$ cat src/rtl/muldiv_unit.sv
// muldiv_unit: RV32M multiply/divide execute unit.
// Fixed-latency multiply, radix-2 restoring divide, valid/ready result port.
module muldiv_unit #(
  parameter int XLEN       = 32,
  parameter int MUL_STAGES = 2,
  parameter int TAG_W      = 6
) (
  input  logic             clk,
  input  logic             rst,
  input  logic             flush,
  input  logic             in_valid,
  output logic             in_ready,
  input  logic [2:0]       in_op,
  input  logic [XLEN-1:0]  in_opd1,
  input  logic [XLEN-1:0]  in_opd2,
  input  logic [TAG_W-1:0] in_tag,
  output logic             out_valid,
  input  logic             out_ready,
  output logic [XLEN-1:0]  out_value,
  output logic [TAG_W-1:0] out_tag
);
  localparam int CW = $clog2(XLEN) + 1;
  localparam logic [CW-1:0] DIV_LAST = CW'(XLEN - 1);
  localparam logic [CW-1:0] MUL_LAST =
    CW'((MUL_STAGES > 1) ? MUL_STAGES - 2 : 0);
  localparam logic [XLEN-1:0] MIN_VAL = {1'b1, {(XLEN-1){1'b0}}};

  typedef enum logic [1:0] {
    S_IDLE, S_MUL, S_DIV, S_DONE
  } state_t;

  state_t           state_q, state_d;
  logic [2:0]       op_q, op_d;
  logic [XLEN-1:0]  a_q, a_d;
  logic [XLEN-1:0]  b_q, b_d;
  logic [TAG_W-1:0] tag_q, tag_d;
  logic [CW-1:0]    cnt_q, cnt_d;
  logic [XLEN-1:0]  rem_q, rem_d;
  logic [XLEN-1:0]  quo_q, quo_d;
  logic [XLEN-1:0]  dvs_q, dvs_d;
  logic [XLEN-1:0]  out_value_q, out_value_d;
  logic [TAG_W-1:0] out_tag_q, out_tag_d;

  logic idle;
  assign idle      = (state_q == S_IDLE);
  assign in_ready  = idle & ~flush;
  assign out_valid = (state_q == S_DONE);
  assign out_value = out_value_q;
  assign out_tag   = out_tag_q;

  // Multiplier reads the live inputs in IDLE so a 1-stage MUL can finish
  logic [2:0]        m_op;
  logic [XLEN-1:0]   m_a, m_b;
  logic              m_sa, m_sb;
  logic [2*XLEN-1:0] m_ax, m_bx, prod;
  logic [XLEN-1:0]   mul_res;
  assign m_op    = idle ? in_op : op_q;
  assign m_a     = idle ? in_opd1 : a_q;
  assign m_b     = idle ? in_opd2 : b_q;
  assign m_sa    = (m_op == 3'd1) | (m_op == 3'd2);
  assign m_sb    = (m_op == 3'd1);
  assign m_ax    = {{XLEN{m_sa & m_a[XLEN-1]}}, m_a};
  assign m_bx    = {{XLEN{m_sb & m_b[XLEN-1]}}, m_b};
  assign prod    = m_ax * m_bx;
  assign mul_res = (m_op[1:0] == 2'd0) ? prod[XLEN-1:0]
                                       : prod[2*XLEN-1:XLEN];

  // One restoring-division step on magnitudes
  logic [XLEN:0]   d_part, d_diff;
  logic            d_bit;
  logic [XLEN-1:0] d_rem, d_quo;
  assign d_part = {rem_q, quo_q[XLEN-1]};
  assign d_diff = d_part - {1'b0, dvs_q};
  assign d_bit  = ~d_diff[XLEN];
  assign d_rem  = d_bit ? d_diff[XLEN-1:0] : d_part[XLEN-1:0];
  assign d_quo  = {quo_q[XLEN-2:0], d_bit};

  // Sign fix-up applied on the last iteration
  logic            sgn, neg_q, neg_r;
  logic [XLEN-1:0] div_res;
  assign sgn     = ~op_q[0];
  assign neg_q   = sgn & (a_q[XLEN-1] ^ b_q[XLEN-1]);
  assign neg_r   = sgn & a_q[XLEN-1];
  assign div_res = op_q[1] ? (neg_r ? -d_rem : d_rem)
                           : (neg_q ? -d_quo : d_quo);

  // Accept-time decode: magnitudes and the no-iteration cases
  logic            i_sgn, i_dz, i_ovf;
  logic [XLEN-1:0] a_abs, b_abs, fast_res;
  assign i_sgn = ~in_op[0];
  assign i_dz  = (in_opd2 == '0);
  assign i_ovf = i_sgn & (in_opd1 == MIN_VAL) & (in_opd2 == '1);
  assign a_abs = (i_sgn & in_opd1[XLEN-1]) ? -in_opd1 : in_opd1;
  assign b_abs = (i_sgn & in_opd2[XLEN-1]) ? -in_opd2 : in_opd2;
  assign fast_res = i_dz ? (in_op[1] ? in_opd1 : '1)
                         : (in_op[1] ? '0 : MIN_VAL);

  // Next-state and datapath update; flush overrides every transition
  always_comb begin
    state_d     = state_q;
    op_d        = op_q;
    a_d         = a_q;
    b_d         = b_q;
    tag_d       = tag_q;
    cnt_d       = cnt_q;
    rem_d       = rem_q;
    quo_d       = quo_q;
    dvs_d       = dvs_q;
    out_value_d = out_value_q;
    out_tag_d   = out_tag_q;
    if (flush) begin
      state_d = S_IDLE;
    end else begin
      unique case (state_q)
        S_IDLE: begin
          if (in_valid) begin
            op_d  = in_op;
            a_d   = in_opd1;
            b_d   = in_opd2;
            tag_d = in_tag;
            cnt_d = '0;
            if (in_op[2]) begin
              if (i_dz | i_ovf) begin
                out_value_d = fast_res;
                out_tag_d   = in_tag;
                state_d     = S_DONE;
              end else begin
                rem_d   = '0;
                quo_d   = a_abs;
                dvs_d   = b_abs;
                state_d = S_DIV;
              end
            end else if (MUL_STAGES == 1) begin
              out_value_d = mul_res;
              out_tag_d   = in_tag;
              state_d     = S_DONE;
            end else begin
              state_d = S_MUL;
            end
          end
        end
        S_MUL: begin
          cnt_d = cnt_q + 1'b1;
          if (cnt_q == MUL_LAST) begin
            out_value_d = mul_res;
            out_tag_d   = tag_q;
            state_d     = S_DONE;
          end
        end
        S_DIV: begin
          cnt_d = cnt_q + 1'b1;
          rem_d = d_rem;
          quo_d = d_quo;
          if (cnt_q == DIV_LAST) begin
            out_value_d = div_res;
            out_tag_d   = tag_q;
            state_d     = S_DONE;
          end
        end
        S_DONE: begin
          if (out_ready) state_d = S_IDLE;
        end
        default: state_d = S_IDLE;
      endcase
    end
  end

  // State registers with synchronous reset
  always_ff @(posedge clk) begin
    if (rst) begin
      state_q     <= S_IDLE;
      op_q        <= '0;
      a_q         <= '0;
      b_q         <= '0;
      tag_q       <= '0;
      cnt_q       <= '0;
      rem_q       <= '0;
      quo_q       <= '0;
      dvs_q       <= '0;
      out_value_q <= '0;
      out_tag_q   <= '0;
    end else begin
      state_q     <= state_d;
      op_q        <= op_d;
      a_q         <= a_d;
      b_q         <= b_d;
      tag_q       <= tag_d;
      cnt_q       <= cnt_d;
      rem_q       <= rem_d;
      quo_q       <= quo_d;
      dvs_q       <= dvs_d;
      out_value_q <= out_value_d;
      out_tag_q   <= out_tag_d;
    end
  end
endmodule
$ cat config.mk
export PLATFORM = sky130hd
export DESIGN_NAME = muldiv_unit
export DESIGN_NICKNAME = d
export VERILOG_FILES = /design/src/rtl/muldiv_unit.sv
export SDC_FILE = /design/constraint.sdc
export NUM_CORES = 2
export LEC_CHECK = 0
export CAP_MARGIN = 10
export CORE_MARGIN = 5
export CORE_UTILIZATION = 40
export CTS_CLUSTER_DIAMETER = 30
export DETAILED_ROUTE_END_ITERATION = 10
export PLACE_DENSITY = 0.56
export SYNTH_ARGS = -nofsm -noshare
export SYNTH_HDL_FRONTEND = slang
export SYNTH_SLANG_ARGS = --single-unit
$ cat constraint.sdc
create_clock -name clk -period 12.7 [get_ports clk]
set_input_delay 1.905 -clock clk [delete_from_list [all_inputs] [get_ports clk]]
set_output_delay 1.905 -clock clk [all_outputs]
set_load 0.01 [all_outputs]
==> flow_summary.toml <==
[placement]
detailed_place_hpwl_um = 169000
detailed_place.area_um2 = 56800
port_buffers = 117
placer_congestion_estimate = 0.996

[setup_path]
timing.critical_path.slowest_cell_delay_ns = 0.76
r2r-start = "state_q[0]"
crit_path_end_kind = "flip-flop"
cpMostUsedCell = "sky130_fd_sc_hd__fa_1"
start_kind = "input pin"
critPathMaxFanout = 11
cpMaxStageDelayCell = "sky130_fd_sc_hd__nand2b_1"
crit_path_start = "in_op[0]"
worstPathArrival_ns = 12.27
worstPathRequired_ns = 13.21
crit_type = "in2reg"

[drt]
detailedRoute.firstPassIterationCount = 7
route.detailed.vias_per_inst = 5.53
number_of_nets_still_failing_antenna_checks_after_routing = 0
routedWlPerCell_um = 25.4
initialDrtViolationCount = 4282
route.final.wire_length_um = 209000
post-route-drc-count = 0
dr_total_vias = 45500

[timing]
report.final.slew_viol_count = 0
timing.final.setup_violations = 0
hold_viol_final = 0
grt_setup_unrepaired = "no"
final.setup_skew_ns = 0.0341
slew_headroom = 0.224
final.setup.tns_ns = 0
fmax_mhz = 85.0
timing.final.crit_share = 0.926
timing_worst_slew_pin_value_ns = 1.16
fin_crit_ns = 11.76

[hold_path]
hold_start = "out_value[11]"
worstHoldPathType = "reg2reg"

[yosys]
netlist_instances = 6396
synth.cell_area_um2 = 53100
ys_async_sr_fraction = 0
number_of_flops_mapped_to_enable_cells_by_yosys = 0
synth-simple-area-share = 0.160
ys_types = 83
dominant_combinational_cell_family_by_area_after_synthesis = "adder cells"
yosysWarningCount = 0
postSynth.topFlopCell = "sky130_fd_sc_hd__dfxtp_1"
synth.avg_cell_area_um2 = 8.30
synth_mux_area_frac = 0.0287
seq_area_frac_synth = 0.0811
synth_compound_gate_area_share = 0.0971
postSynthRegisterBits = 215
synth_fp_nets = 7855
synth-adder-area-share = 0.485
xor_xnor_portion_of_the_synthesized_cell_area = 0.0350

[clock_tree]
clk_pin_slew_worst_paths_ns = 0.04
clock-root-buffer = "sky130_fd_sc_hd__clkbuf_16"
tritoncts.num_buffers = 61
cts.repair.resized = 0
clkLatencyLatePin_ns = 0.64
clock_tree_from_tritoncts = "built"
cts_sinks = 215
cts_buffer_depth = 3
h-tree-depth = 2
hold_buffers = 0
cts_setup_buffers = 0

[layout]
mostFrequentLayoutCell = "sky130_fd_sc_hd__inv_1"
final_design_area_no_fill_um2 = 59100
final_cell_mix = "sky130_fd_sc_hd__inv_1 (1231), sky130_fd_sc_hd__nand2_1 (1178), sky130_fd_sc_hd__fa_1 (1126), sky130_fd_sc_hd__nor2_1 (488), sky130_fd_sc_hd__a21oi_1 (291)"
layout-drive-gt1-share = 0.0672
final_nets = 7879
area_delta_synth_final_pct = 11.4
num-fill-cells = 13000

[global_route]
grt_pass1_wl_um = 312000
overall_overflow_remaining_after_global_route = 0
grt_util_all_layers = 0.297
grt_pass1_vias = 47400
grt_start_max_net_pins = 148
antenna_found_initial = 13

[floorplan]
start_util = 0.403
core_footprint_um2 = 132000
io_pins = 118
fp.dieArea_um2 = 140000
die_width_um = 374
die_ht_um = 374
num_rows = 133

[status]
status = "finished clean"

[job]
timing.max_cap.violations = 0
path summary, 6_finish.rpt:
path | slack [ns] | to | depth (start not counted)
hold reg to reg | 0.45 | out_value[11] | 2
setup / recovery | 0.94 | out_value[16] | 30
hold / removal | 0.45 | out_value[11] | 2
setup reg to reg | 1.40 | out_value[16] | 29
cell families after synthesis:
kind of cell	after synthesis
AND/OR/NAND/NOR	2029
buffers and inverters	1591
adder cells (fa/ha/maj)	1381
AO/OA/AOI/OAI	824
flip-flops	215
XOR/XNOR	212
multiplexers	144
critical path: cells and delay by family:
family          cells  cell delay [ns]
compound gates      7             2.84
fa+ha+maj           9             4.16
buf+inv             6             1.14
mux                 1             0.25
simple gates        7             1.95
registers in the layout, indices dropped and copies added (netlist names):
| name | cells |
|---|---|
| out_tag | 6 |
| b_q | 32 |
| out_value | 32 |
| quo_q | 32 |
| op_q | 3 |
| state_q | 2 |
| dvs_q | 32 |
| tag_q | 6 |
| rem_q | 32 |
| cnt_q | 6 |
| a_q | 32 |
synthesized netlist by cell type, drive strengths merged, types with 18 or more instances:
library cell	instances	area (um^2)
nand2b	27	176
nand4	28	175
nor2b	21	131
o21a	25	195
buf	32	149
a31oi	29	181
a221oi	18	164
or3	27	169
inv	1231	4620
xnor2	114	998
o31ai	33	248
nand2	1181	4440
clkbuf	326	1220
dfxtp	215	4300
o211ai	30	225
o21ai	180	905
a21o	47	353
xor2	98	858
nor3	57	285
mux2i	79	791
mux2	65	732
ha	255	3190
fa	1126	22500
or4	18	139
and3	21	131
nand3	46	230
nor4	20	140
a211oi	53	398
and2	47	294
nor2	491	1850
a21oi	292	1460
routing by layer:
metal / track usage / part of all wire
met5: 0 / 0.00017
met4: 0.140 / 0.059
met3: 0.0659 / 0.097
met2: 0.454 / 0.43
met1: 0.403 / 0.41
layout make-up:
class	count	area (um^2)	share of cell area
multi-input cells	4590	42900	0.726
inverters	1233	4630	0.0783
flip-flops and latches	215	4300	0.0728
repair buffers	319	2730	0.0461
well taps	1755	2200	0.0371
clock buffers	72	1660	0.0280
clock inverters	43	697	0.0118
diodes	1	2.50	0.0000423
stage by stage:
step	std cells	utilization	setup WS (ns)	hold WS, ns
finish	8228	0.449	0.937	0.447
detailed placement	8112	0.431	0.623	0.443
global route	8227	0.449	0.474	0.466
global placement	8112	0.431	0.711	0.437
CTS	8227	0.449	1.26	0.449
floorplan	6396	-	2.48	0.434
Power is not shown: default switching activity piles up to over one toggle a cycle in this logic, so the estimate is an artifact.
